[src/rtl/rx_fifo_frame_drain_pkg.sv]
// Shared definitions for the RX FIFO read-side frame sequencer.
// - state_e : sequencer states (2-bit encoding)
// - eop_bit / err_bit : flag bit positions in a FIFO word for a given payload width
package rx_fifo_frame_drain_pkg;

  typedef enum logic [1:0] {
    ST_IDLE  = 2'd0,
    ST_XFER  = 2'd1,
    ST_DROP  = 2'd2,
    ST_FLUSH = 2'd3
  } state_e;

  function automatic int unsigned eop_bit(input int unsigned data_width);
    return data_width;
  endfunction

  function automatic int unsigned err_bit(input int unsigned data_width);
    return data_width + 1;
  endfunction

endpackage

[src/rtl/rx_fifo_frame_drain_sat_counter.sv]
// Saturating up-counter used for the frame and truncation statistics.
// Ports:
//   iClk    - clock
//   inReset - synchronous active-low reset (clears the count)
//   iInc    - increment by one, holding at all-ones
//   iClr    - synchronous clear (takes priority over iInc)
//   ovCnt   - current count
module sat_counter #(
  parameter int unsigned pWidth = 16
) (
  input  logic              iClk,
  input  logic              inReset,
  input  logic              iInc,
  input  logic              iClr,
  output logic [pWidth-1:0] ovCnt
);

  logic [pWidth-1:0] cnt_q;
  logic [pWidth-1:0] cnt_d;

  always_comb begin
    cnt_d = cnt_q;
    if (iClr) begin
      cnt_d = '0;
    end else if (iInc && (cnt_q != '1)) begin
      cnt_d = cnt_q + 1'b1;
    end
  end

  always_ff @(posedge iClk) begin
    if (!inReset) begin
      cnt_q <= '0;
    end else begin
      cnt_q <= cnt_d;
    end
  end

  assign ovCnt = cnt_q;

endmodule

[src/rtl/rx_fifo_frame_drain.sv]
// Read-side frame sequencer for the 10G RX async FIFO (read-clock domain).
// Pops first-word-fall-through FIFO words, forwards frames downstream with a
// valid/ready handshake, truncates frames longer than pMaxWords (discarding the
// remainder up to EOP), supports a level-sensitive flush and keeps saturating
// frame / truncation statistics.
// Ports:
//   iClk, inReset        - clock, synchronous active-low reset
//   ivFifoData           - FIFO head word {ERR, EOP, payload}; valid when !iFifoEmpty
//   iFifoEmpty           - FIFO empty flag
//   oFifoREn             - pop FIFO head this cycle (combinational)
//   iEnable              - allows a new frame to start (looked at only in IDLE)
//   iFlush               - discard FIFO contents while high
//   ovData/oValid/oEop/oErr/iReady - downstream word handshake (combinational)
//   ovFrameLen/oFrameDone - registered length of the last completed frame + pulse
//   ovFrameCnt/ovTruncCnt - saturating statistics
//   oBusy                - sequencer not idle
module rx_fifo_frame_drain
  import rx_fifo_frame_drain_pkg::*;
#(
  parameter int unsigned pDataWidth = 64,
  parameter int unsigned pWordWidth = 66,
  parameter int unsigned pLenWidth  = 11,
  parameter int unsigned pMaxWords  = 1200,
  parameter int unsigned pStatWidth = 16
) (
  input  logic                  iClk,
  input  logic                  inReset,
  input  logic [pWordWidth-1:0] ivFifoData,
  input  logic                  iFifoEmpty,
  output logic                  oFifoREn,
  input  logic                  iEnable,
  input  logic                  iFlush,
  output logic [pDataWidth-1:0] ovData,
  output logic                  oValid,
  output logic                  oEop,
  output logic                  oErr,
  input  logic                  iReady,
  output logic [pLenWidth-1:0]  ovFrameLen,
  output logic                  oFrameDone,
  output logic [pStatWidth-1:0] ovFrameCnt,
  output logic [pStatWidth-1:0] ovTruncCnt,
  output logic                  oBusy
);

  localparam int unsigned EopBit = eop_bit(pDataWidth);
  localparam int unsigned ErrBit = err_bit(pDataWidth);
  localparam logic [pLenWidth-1:0] LastCnt = pLenWidth'(pMaxWords - 1);
  localparam logic [pLenWidth-1:0] MaxLen  = pLenWidth'(pMaxWords);

  state_e                 state_q, state_d;
  logic [pLenWidth-1:0]   count_q, count_d;
  logic [pLenWidth-1:0]   frame_len_q, frame_len_d;
  logic                   frame_done_q, frame_done_d;
  logic                   inc_frame;
  logic                   inc_trunc;

  logic                   head_eop;
  logic                   head_err;
  logic                   trunc;
  logic                   valid;
  logic                   ren;

  assign head_eop = ivFifoData[EopBit];
  assign head_err = ivFifoData[ErrBit];

  // The word that would reach pMaxWords without carrying EOP is turned into a
  // forced EOP+ERR word; only meaningful while oValid is high.
  assign trunc = (state_q == ST_XFER) && !head_eop && (count_q == LastCnt);

  always_comb begin
    state_d      = state_q;
    count_d      = count_q;
    frame_len_d  = frame_len_q;
    frame_done_d = 1'b0;
    inc_frame    = 1'b0;
    inc_trunc    = 1'b0;
    valid        = 1'b0;
    ren          = 1'b0;

    if (iFlush) begin
      // Flush overrides every state: nothing is offered downstream and the
      // head is discarded, including on the cycle flush is first seen.
      state_d = ST_FLUSH;
      count_d = '0;
      ren     = !iFifoEmpty;
    end else begin
      unique case (state_q)
        ST_IDLE: begin
          if (iEnable && !iFifoEmpty) begin
            state_d = ST_XFER;
          end
        end

        ST_XFER: begin
          valid = !iFifoEmpty;
          ren   = valid && iReady;
          if (ren) begin
            if (head_eop) begin
              state_d      = ST_IDLE;
              frame_len_d  = count_q + 1'b1;
              frame_done_d = 1'b1;
              inc_frame    = 1'b1;
              count_d      = '0;
            end else if (count_q == LastCnt) begin
              state_d      = ST_DROP;
              frame_len_d  = MaxLen;
              frame_done_d = 1'b1;
              inc_frame    = 1'b1;
              inc_trunc    = 1'b1;
              count_d      = '0;
            end else begin
              count_d = count_q + 1'b1;
            end
          end
        end

        ST_DROP: begin
          ren = !iFifoEmpty;
          if (ren && head_eop) begin
            state_d = ST_IDLE;
          end
        end

        ST_FLUSH: begin
          ren = !iFifoEmpty;
          if (iFifoEmpty) begin
            state_d = ST_IDLE;
            count_d = '0;
          end
        end

        default: begin
          state_d = ST_IDLE;
        end
      endcase
    end
  end

  always_ff @(posedge iClk) begin
    if (!inReset) begin
      state_q      <= ST_IDLE;
      count_q      <= '0;
      frame_len_q  <= '0;
      frame_done_q <= 1'b0;
    end else begin
      state_q      <= state_d;
      count_q      <= count_d;
      frame_len_q  <= frame_len_d;
      frame_done_q <= frame_done_d;
    end
  end

  sat_counter #(
    .pWidth (pStatWidth)
  ) u_frame_cnt (
    .iClk    (iClk),
    .inReset (inReset),
    .iInc    (inc_frame),
    .iClr    (1'b0),
    .ovCnt   (ovFrameCnt)
  );

  sat_counter #(
    .pWidth (pStatWidth)
  ) u_trunc_cnt (
    .iClk    (iClk),
    .inReset (inReset),
    .iInc    (inc_trunc),
    .iClr    (1'b0),
    .ovCnt   (ovTruncCnt)
  );

  assign oFifoREn   = ren;
  assign oValid     = valid;
  assign ovData     = ivFifoData[pDataWidth-1:0];
  assign oEop       = head_eop | trunc;
  assign oErr       = head_err | trunc;
  assign ovFrameLen = frame_len_q;
  assign oFrameDone = frame_done_q;
  assign oBusy      = (state_q != ST_IDLE);

endmodule
[config.mk]
export PLATFORM = sky130hd
export DESIGN_NAME = rx_fifo_frame_drain
export DESIGN_NICKNAME = d
export VERILOG_FILES = /design/src/rtl/rx_fifo_frame_drain_pkg.sv /design/src/rtl/rx_fifo_frame_drain_sat_counter.sv /design/src/rtl/rx_fifo_frame_drain.sv
export SDC_FILE = /design/constraint.sdc
export NUM_CORES = 1
export LEC_CHECK = 0
export CAP_MARGIN = 25
export CORE_MARGIN = 3
export CORE_UTILIZATION = 42
export CTS_CLUSTER_SIZE = 8
export DETAILED_ROUTE_END_ITERATION = 7
export PLACE_DENSITY = 0.86
export SYNTH_ARGS = -nofsm -noshare
export SYNTH_HDL_FRONTEND = slang
export SYNTH_SLANG_ARGS = --single-unit
[constraint.sdc]
create_clock -name iClk -period 6 [get_ports iClk]
set_input_delay 1.2 -clock iClk [delete_from_list [all_inputs] [get_ports iClk]]
set_output_delay 1.2 -clock iClk [all_outputs]
set_load 0.01 [all_outputs]
======== Word-level counts from Yosys, hierarchy flattened ========
Index checks and enable logic that the tools add are counted.
storage, ports and cells
  register bits after elaboration ......... 57
  input port bits ......................... 72
  output and inout port bits .............. 113
  logic and storage cells ................. 72
cells by class
  add/subtract/negate cells ............... 3
  eq/ne operators ......................... 13
  multiplexer cells ....................... 28
  bitwise gates (word level) .............. 4
  reductions and logical operators ........ 18
operators by type and width
  kind                     number
  $mux W11                 6
  $add A16 B1 Y16 const B  2
  $ne A16 B16 Y1 const B   2
  $pmux W11 S2             1
  $mux W2                  7
  $mux W1                  12
  $add A11 B1 Y11 const B  1
  $eq A11 B11 Y1 const B   1
  $ne A3 B3 Y1 const B     3
  $pmux W2 S4              1
  $logic_and A1 B1 Y1      7
  $reduce_bool A2 Y1       3
  $reduce_and A5 Y1        1
  $eq A2 B2 Y1 const B     2
  $ne A4 B3 Y1 const B     1
  $reduce_and A4 Y1        1
  $reduce_or A2 Y1         2
  $ne A3 B2 Y1 const B     1
  $reduce_and A3 Y1        1
  $eq A2 B1 Y1 const B     1
  $logic_not A1 Y1         2
  $logic_not A2 Y1         1
  $ne A2 B1 Y1 const B     1
  $ne A2 B2 Y1 const B     1
  other kinds (3)          5

======== Longest topological paths before layout ========
Gate-level depths: netlist of run 1.
  word-level depth ........................ 7
  mapped depth ............................ 7
  gate-level depth less buffers ........... 6

======== By module ========
A second synthesis of run 1 with hierarchy kept.
unflattened totals
  cells, all modules ...................... 409
  area total of the unflattened synthesis .. 3599.7 um^2
by module, submodules not included
  module               instances  cells an instance  area an instance (um^2)  sequential area each (um^2)
  rx_fifo_frame_drain  1          227                1870.5                   500.5
  sat_counter          2          91                 864.6                    320.3

======== Worst setup path after synthesis of run 1 ========
No wires, ideal clock.
  path type ............................... input -> output
  from .................................... in iFifoEmpty
  to ...................................... out oFifoREn
  data arrival time ....................... 2157 ps
  required time ........................... 4800 ps
  slack ................................... 2643 ps
  cell stages on the path ................. 5
  path buffers ............................ 2
  cell sequence ........................... clkbuf_1 nand4bb_1 or2_2 buf_2 o21ai_0
between the ends
  cells in the longest elaborated chain, start to end .. 4
ends and longest elaborated chain
  element               line                       RTL
  from (decl)           rx_fifo_frame_drain.sv:29  input logic iFifoEmpty,
  $logic_not A1 Y1 (*)  n/a
  $logic_and A1 B1 Y1   rx_fifo_frame_drain.sv:96  ren = valid && iReady;
  $pmux W1 S2           rx_fifo_frame_drain.sv:87  unique case (state_q)
  $mux W1 (*)           rx_fifo_frame_drain.sv:80  if (iFlush) begin
  to (decl)             rx_fifo_frame_drain.sv:30  output logic oFifoREn,
Mark *: on every way between the ends. The rest lies on a longest branch, timed or not.

======== Worst setup path after layout of run 1 ========
Same ends and word-level chain as after synthesis.

==> results.yml, run 1 <==
run_status:
  outcome: "completed"
routing:
  wl_met2_mm: 3.729
  drt-total-wl_mm: 7.828
  drt_pass1_iterations: 4
  vias_per_cell: 5.740
  route.layer.met1.wl_mm: 3.215
  drtIter0Drc: 141
  wl_met3_um: 589
  vias: 2916
  wl_per_cell_um: 15.41
  postRouteAntennaNets: 0
  top_layer_used: "met4"
  drc: 0
timing:
  setup_tns_ns: 0
  max_freq_ghz: 0.2303
  hold_viol: 0
  maxSlewViolCount: 0
  setup_viol: 0
  skew_ns: 0.005514
  period_share_pct: 72.37
  period_minus_slack_ns: 4.342
  maxSlewHeadroom_pct: 34.20
  worst_pin_slew_ns: 0.9859
  rsz0062_at_grt: "no"
  layout_setup_ws_ns: 1.658
job:
  max_cap_violations: 0
placement:
  gp_congestion: 0.8862
  io_buffers: 56
  dp_hpwl_mm: 5.554
  dp_cells: 493
  dp_worst_setup_slack_ns: 1.669
clock_tree:
  postCtsHoldBufs: 0
  root_buffer: "clkbuf_8"
  cts_setup_buffers: 0
  cts_inserted_buffers: 9
  cts_max_level: 3
  cts.sinks: 57
  worstSkewPairLatency_ns: 0.34
  cts.repair.resized: 0
  clk_path_buf_depth: 2
  clk_pin_slew_ns: 0.06
  cts_tree: "yes"
synthesis:
  yosysWarningCount: 0
  synth_nets: 492
  synth-edff-count: 0
  yosys.cell_types.count: 48
  postSynthCellCount: 417
  synth_area_um2: 3359
  synthAdderAreaFrac_pct: 1.117
  synth-seq-area-share_pct: 33.97
  synth_mux_area_share_pct: 1.788
  synth_top_family_by_area: "simple AND/OR/NAND/NOR gates"
  ys_ff_latch: 57
  synthFlopType: "dfxtp_1"
  synth_xor_area_share_pct: 5.214
  synth-simple-area-share_pct: 29.27
  syn_avg_cell_area_um2: 8.056
  synth_compound_area_share_pct: 11.55
  async_flop_share_pct: 0
die:
  die_area_um2: 9108
  rows: 31
  die_y_um: 95.44
  core_area_um2: 7486
  initial_utilization_pct: 44.88
  die_w_um: 95.44
  ios: 185
final_layout:
  area_growth_pct: 9.423
  fin_util_pct: 49.11
  antenna_cells: 0
  drive_gt1_share_pct: 5.868
  finalNetCount: 481
  fin_cells: 508
power_and_ir_drop:
  ir_worst_vdd_v: 0.00009487
  pwr-share-seq_pct: 51.9
  p_int_mw: 0.5632
  power_frac_comb_pct: 5.3
  switchingPower_mw: 0.1756
  powerDensity_nw_per_um2: 201.0
  p_clk_share_pct: 42.8
  p_total_mw: 0.7388
  p_sw_share_pct: 23.77
  leakage_nw: 1.229
worst_hold_path:
  hold_path_class: "reg2reg"
worst_setup_path:
  critPathLaunchType: "input pin"
  worstPathArrival_ns: 3.14
  cp_max_fo: 9
  cp_data_required_time_ns: 4.80
  worst-setup-path-type: "in2out"
  end_kind: "primary output"
grt:
  grt_overflow: 0
  grt_pass1_wl_mm: 12.48
  grt_max_degree: 31
  grt_pass1_vias: 2676
  antenna_found_initial: 0
  grt_util_all_layers_pct: 17.61
-- synthesized netlist by cell type (2+ instances only) --
cell type | instances | area share (%)
buf_4 | 64 | 14
dfxtp_1 | 57 | 34
nor2_1 | 42 | 4.7
nand2_1 | 36 | 4.0
nand3_1 | 21 | 3.1
xnor2_1 | 20 | 5.2
o21ai_0 | 18 | 2.7
nand2b_1 | 13 | 2.4
nand4_1 | 13 | 2.4
nor4_1 | 12 | 2.2
clkbuf_1 | 11 | 1.2
nor3_1 | 10 | 1.5
a21oi_1 | 9 | 1.3
inv_1 | 7 | 0.78
a22oi_1 | 6 | 1.3
and4_1 | 6 | 1.6
mux2i_1 | 6 | 1.8
or2_2 | 6 | 1.1
o41ai_1 | 5 | 1.3
or3_1 | 5 | 0.93
and3_1 | 4 | 0.74
nor2b_1 | 4 | 0.74
buf_2 | 3 | 0.45
ha_1 | 3 | 1.1
o22ai_1 | 3 | 0.56
or4_1 | 3 | 0.67
a21o_1 | 2 | 0.45
a311oi_1 | 2 | 0.52
a31oi_1 | 2 | 0.37
nand4bb_1 | 2 | 0.67
o211ai_1 | 2 | 0.45
o311ai_0 | 2 | 0.52
o31ai_1 | 2 | 0.45
or3b_2 | 2 | 0.52
-- layout by cell type (no fill, tap or decap), types with 3 or more instances in the layout --
cell type        instances
or2_2                    6
inv_1                    7
nor3_1                  10
o21ai_0                 18
nor4_1                  12
mux2i_1                  6
and3_1                   4
nand3_1                 21
o41ai_1                  5
a21oi_1                  9
and4_1                   6
clkdlybuf4s50_1         56
o22ai_1                  3
or4_1                    3
ha_1                     3
clkbuf_8                11
or3_1                    5
nand2b_1                13
nand4_1                 13
nand2_1                 36
a22oi_1                  6
dfxtp_1                 57
xnor2_1                 20
nor2b_1                  4
nor2_1                  42
-- power by group through the flow --
stage | Sequential [mW] | Combinational, mW | Clock (mW)
3_5_place_dp | 0.392 | 0.0384 | 0
2_1_floorplan | 0.390 | 0.0680 | 0
4_1_cts | 0.383 | 0.0386 | 0.324
5_1_grt | 0.384 | 0.0428 | 0.339
6_report | 0.383 | 0.0393 | 0.316
3_3_place_gp | 0.391 | 0.0375 | 0
-- sequential cells by signal, indices dropped and copies added (netlist names) --
| signal | count |
|---|---|
| count_q | 11 |
| ovFrameLen | 11 |
| u_trunc_cnt.ovCnt | 16 |
| oFrameDone | 1 |
| u_frame_cnt.ovCnt | 16 |
| state_q | 2 |
-- final timing paths --
path	start	endpoint	slack, ns	cells after the start
worst max-delay path	iFifoEmpty	oFifoREn	1.66	5
worst min-delay path	ovFrameLen[9]	ovFrameLen[9]	0.47	2
worst max register to register	count_q[0]	u_trunc_cnt.ovCnt[5]	3.35	6
worst min register to register	ovFrameLen[9]	ovFrameLen[9]	0.47	2
-- per-layer routing --
layer	track usage (%)	vias up
met1	20.12	1360
li1	-	1392
met4	12.32	0
met2	27.99	126
met3	5.367	38
met5	0	-
-- final cells by class --
type / count / area (µm²)
Inverter: 7 / 26.28
Clock inverter: 3 / 17.52
Multi-Input combinational cell: 274 / 1644
Clock buffer: 11 / 151.4
Tap cell: 99 / 123.9
Fill cell: 708 / 3810
Sequential cell: 57 / 1141
Timing Repair Buffer: 57 / 571.8
-- logic make-up after synthesis --
family / count (synthesis)
xor+xnor: 20
compound gates: 59
fa+ha+maj: 3
mux: 6
flops: 57
simple gates: 186
buf+inv: 86
-- metrics by stage --
| step | cell area, µm² | hold WS, ns |
|---|---|---|
| after global routing | 3676 | 0.5030 |
| after detailed placement | 3496 | 0.4666 |
| after floorplan | 3359 | 0.4651 |
| after CTS | 3665 | 0.4770 |
| after global placement | 3496 | 0.4626 |
| final | 3676 | 0.4746 |
-- worst max-delay path, stage by stage --
cell	delay (ns)
clkdlybuf4s50_1	0.54
nand4bb_1	0.31
or2_2	0.42
o21ai_0	0.11
clkdlybuf4s50_1	0.56
Power figures use the tool's default switching activity.
==> run 2: changes to the inputs <==
Settings changed: CORE_UTILIZATION 42 to 39, PLACE_DENSITY 0.86 to 0.81.
Clock period 6 ns to 4.5 ns, I/O delays scaled along.
==> results.yml, run 2 (synthesized netlist as in run 1, its figures left out) <==
clock_tree:
  postCtsHoldBufs: 0
  cts_setup_buffers: 0
  root_buffer: "clkbuf_8"
  cts_inserted_buffers: 9
  cts_tree: "yes"
  worstSkewPairLatency_ns: 0.34
  clk_path_buf_depth: 2
  cts.sinks: 57
  cts_max_level: 3
  cts.repair.resized: 0
  clk_pin_slew_ns: 0.06
timing:
  period_minus_slack_ns: 3.721
  maxSlewHeadroom_pct: 49.54
  maxSlewViolCount: 0
  setup_viol: 0
  max_freq_ghz: 0.2687
  worst_pin_slew_ns: 0.7500
  hold_viol: 0
  skew_ns: 0.008534
  rsz0062_at_grt: "no"
  period_share_pct: 82.69
  hold_ws_ns: 0.4815
  setup_tns_ns: 0
final_layout:
  finalNetCount: 482
  final_common_cell: "dfxtp_1"
  most-common-layout-cells: "dfxtp_1, clkdlybuf4s50_1, nor2_1, nand2_1, nand3_1"
  antenna_cells: 0
  fillers: 810
  drive_gt1_share_pct: 6.068
  area_growth_pct: 9.907
  fin_util_pct: 44.49
power_and_ir_drop:
  leakage_nw: 1.239
  powerDensity_nw_per_um2: 266.7
  ir_worst_vdd_v: 0.0001519
  p_total_mw: 0.9846
routing:
  wl_per_cell_um: 15.24
  vias_per_cell: 5.611
  drc: 0
  postRouteAntennaNets: 0
  drtIter0Drc: 174
  drt-total-wl_mm: 7.879
  vias: 2901
  drt_pass1_iterations: 4
worst_hold_path:
  holdPathStages: 2
  hold_path_class: "reg2reg"
  hold_path_startpoint: "ovFrameLen[9]"
  min_to: "ovFrameLen[9]"
die:
  initial_utilization_pct: 40.48
  rows: 33
  die_area_um2: 9763
  ios: 185
  core_area_um2: 8299
  die_w_um: 98.81
  die_y_um: 98.81
grt:
  antenna_found_initial: 0
  grt_max_degree: 20
  grt_pass1_wl_mm: 12.99
  grt_util_all_layers_pct: 16.44
  grt_overflow: 0
  grt_pass1_vias: 2790
worst_setup_path:
  r2r_end: "u_frame_cnt.ovCnt[15]"
  startpoint: "iFifoEmpty"
  worst-setup-path-type: "in2out"
  slowest_stage: "clkdlybuf4s50_1"
  rrSetupSlack_ns: 1.86
  crit_chain: "clkdlybuf4s50_1, nand4bb_1, or2_2, o21ai_0, clkdlybuf4s50_1"
  worstPathArrival_ns: 2.82
  timing.rr.start: "count_q[7]"
  crit_buf_inv: 2
  crit_top_cell: "clkdlybuf4s50_1"
  cp_max_fo: 9
  end_kind: "primary output"
  critical-path-top-delay-family: "buffers and inverters"
  max_stage_delay_ns: 0.56
  cp_data_required_time_ns: 3.60
  rr_worst_depth: 5
  critPathLaunchType: "input pin"
job:
  max_cap_violations: 0
placement:
  dp_hpwl_mm: 5.792
  gp_congestion: 0.9083
  io_buffers: 56
run_status:
  outcome: "completed"
[run 2: cell count changes in the layout (fill, tap and decap cells not counted), sizes merged]
| cell | previous run | this run |
|---|---|---|
| clkbuf | 11 | 13 |
| buf | 1 | 2 |
| clkinv | 2 | 3 |
| clkinvlp | 1 | 0 |
[run 2: layout make-up]
| type | count | area, µm² | area share [%] |
|---|---|---|---|
| Clock buffer | 13 | 158.9 | 4.304 |
| Clock inverter | 3 | 15.01 | 0.4066 |
| Inverter | 7 | 26.28 | 0.7116 |
| Multi-Input combinational cell | 274 | 1644 | 44.53 |
| Sequential cell | 57 | 1141 | 30.90 |
| Tap cell | 105 | 131.4 | 3.558 |
| Timing Repair Buffer | 58 | 575.6 | 15.59 |
[run 2: per-layer routing]
metal / track usage, % / share of wire [%]
met1: 19.14 / 41
met3: 7.077 / 7.9
met5: 0 / 0
met4: 10.61 / 4.9
met2: 24.59 / 46
[run 2: worst max-delay path by stage]
stage | end | slack [ns] | cells past startpoint
2_1_floorplan | u_trunc_cnt.ovCnt[15] | 1.59 | 7
3_3_place_gp | oFifoREn | 0.82 | 5
4_1_cts | oFifoREn | 0.78 | 5
5_1_grt | oFifoREn | 0.64 | 5
3_5_place_dp | oFifoREn | 0.78 | 5
6_report | oFifoREn | 0.78 | 5
[run 2: report_power, final]
part	switching [mW]	internal [mW]
sequential	0.00388	0.507
combinational	0.0293	0.0228
clock	0.194	0.227
total	0.228	0.757
[run 2: worst register-to-register path: cells and delay by family, from the launching register on]
kind             cells  cell delay, ns
flip-flops           1            0.49
AND/OR/NAND/NOR      3            1.57
AO/OA/AOI/OAI        2            0.51
[run 2: metrics by stage]
step / cell area (µm²) / cells / setup WS, ns
2_1_floorplan: 3359 / 417 / 1.590
3_3_place_gp: 3518 / 501 / 0.8224
3_5_place_dp: 3518 / 501 / 0.7802
4_1_cts: 3692 / 517 / 0.7791
5_1_grt: 3692 / 517 / 0.6385
6_report: 3692 / 517 / 0.7790
==> run 3: changes to the inputs <==
Settings changed: CORE_UTILIZATION 39 to 35, PLACE_DENSITY 0.81 to 0.77.
Clock period 4.5 ns to 3.36 ns, I/O delays scaled along.
==> results.yml, run 3 (synthesized netlist as in run 1, its figures left out) <==
run_status:
  outcome: "completed"
clock_tree:
  cts_setup_buffers: 0
  root_buffer: "clkbuf_8"
  worstSkewPairLatency_ns: 0.34
  cts_tree: "yes"
  cts.sinks: 57
  clk_path_buf_depth: 2
  cts_inserted_buffers: 9
  cts.repair.resized: 0
  cts_max_level: 3
  clk_pin_slew_ns: 0.06
  postCtsHoldBufs: 0
die:
  die_w_um: 104.0
  core_area_um2: 9284
  die_y_um: 104.0
  ios: 185
  die_area_um2: 10810
  rows: 35
  initial_utilization_pct: 36.19
routing:
  route.layer.met1.wl_mm: 3.295
  wl_per_cell_um: 14.74
  vias: 2979
  drtIter0Drc: 140
  top_layer_used: "met4"
  drt_pass1_iterations: 4
  wl_met3_um: 627
  vias_per_cell: 5.416
  drc: 0
  postRouteAntennaNets: 0
  drt-total-wl_mm: 8.108
  wl_met2_mm: 3.907
timing:
  max_freq_ghz: 0.3316
  worst_pin_slew_ns: 0.8045
  hold_ws_ns: 0.4882
  maxSlewHeadroom_pct: 45.87
  hold_viol: 0
  rsz0062_at_grt: "no"
  maxSlewViolCount: 0
  setup_viol: 0
  period_minus_slack_ns: 3.016
  period_share_pct: 89.75
  skew_ns: 0.005851
  setup_tns_ns: 0
worst_setup_path:
  startpoint: "count_q[0]"
  r2r_end: "u_frame_cnt.ovCnt[14]"
  rrSetupSlack_ns: 0.69
  endpoint: "oErr"
  worstPathArrival_ns: 2.34
  cp_data_required_time_ns: 2.69
  rr_worst_depth: 6
  worst-setup-path-type: "reg2out"
  critPathLaunchType: "flip-flop"
  cp_max_fo: 6
  timing.rr.start: "count_q[0]"
  end_kind: "primary output"
final_layout:
  finalInstanceArea_um2: 3844
  antenna_cells: 0
  finalNetCount: 491
  fin_cells: 550
  drive_gt1_share_pct: 8.076
  final_common_cell: "dfxtp_1"
  most-common-layout-cells: "dfxtp_1, clkdlybuf4s50_1, nor2_1, nand2_1, nand3_1"
  area_growth_pct: 14.41
grt:
  grt_util_all_layers_pct: 14.39
  grt_max_degree: 31
  grt_pass1_vias: 2831
  antenna_found_initial: 0
  grt_overflow: 0
  grt_pass1_wl_mm: 12.97
worst_hold_path:
  hold_path_class: "reg2reg"
job:
  max_cap_violations: 0
placement:
  dp_hpwl_mm: 5.790
  io_buffers: 56
  place_area_um2: 3608
  dp_cells: 533
  gp_congestion: 0.8555
power_and_ir_drop:
  powerDensity_nw_per_um2: 374.3
  leakage_nw: 1.303
  ir_worst_vdd_v: 0.0001700
  p_total_mw: 1.439
==> run 3: power by group <==
| part | leakage (nW) | internal [mW] | switching (mW) |
|---|---|---|---|
| sequential | 0.460 | 0.679 | 0.00537 |
| combinational | 0.737 | 0.0374 | 0.0425 |
| clock | 0.107 | 0.403 | 0.271 |
==> run 3: area by class of cell <==
cell class                      instances  area, µm²
Sequential cell                        57       1141
Clock inverter                          2      35.03
Multi-Input combinational cell        274       1644
Inverter                                7      26.28
Timing Repair Buffer                   67      663.1
Tap cell                              129      161.4
Clock buffer                           14      172.7
Fill cell                             931       5440
==> run 3: per-stage QoR <==
stage	setup slack (ns)	util, %
after detailed placement	0.3030	38.87
after CTS	0.3495	41.11
after global routing	0.2520	41.40
final	0.3445	41.40
after floorplan	0.6779	-
after global placement	0.3361	38.87
==> run 3: metal layers <==
| metal | GRT usage [%] | vias to the layer above |
|---|---|---|
| li1 | - | 1418 |
| met1 | 15.56 | 1381 |
| met2 | 23.58 | 138 |
| met3 | 4.221 | 42 |
| met4 | 11.11 | 0 |
| met5 | 0 | - |
==> run 3: how the worst min path moves through the flow <==
stage | slack (ns) | end | start | depth (start not counted)
detailed placement | 0.48 | ovFrameLen[0] | ovFrameLen[0] | 2
global route | 0.52 | ovFrameLen[0] | ovFrameLen[0] | 2
global placement | 0.47 | ovFrameLen[9] | ovFrameLen[9] | 2
floorplan | 0.47 | count_q[3] | count_q[3] | 2
finish | 0.49 | ovFrameLen[0] | ovFrameLen[0] | 2
CTS | 0.49 | ovFrameLen[9] | ovFrameLen[9] | 2
==> run 3: critical path: stages, from the launching register on <==
cell and delay (ns):
dfxtp_1 0.42, ha_1 0.26, and4b_1 0.28, nand3_1 0.19
o31ai_1 0.27, clkdlybuf4s50_1 0.58
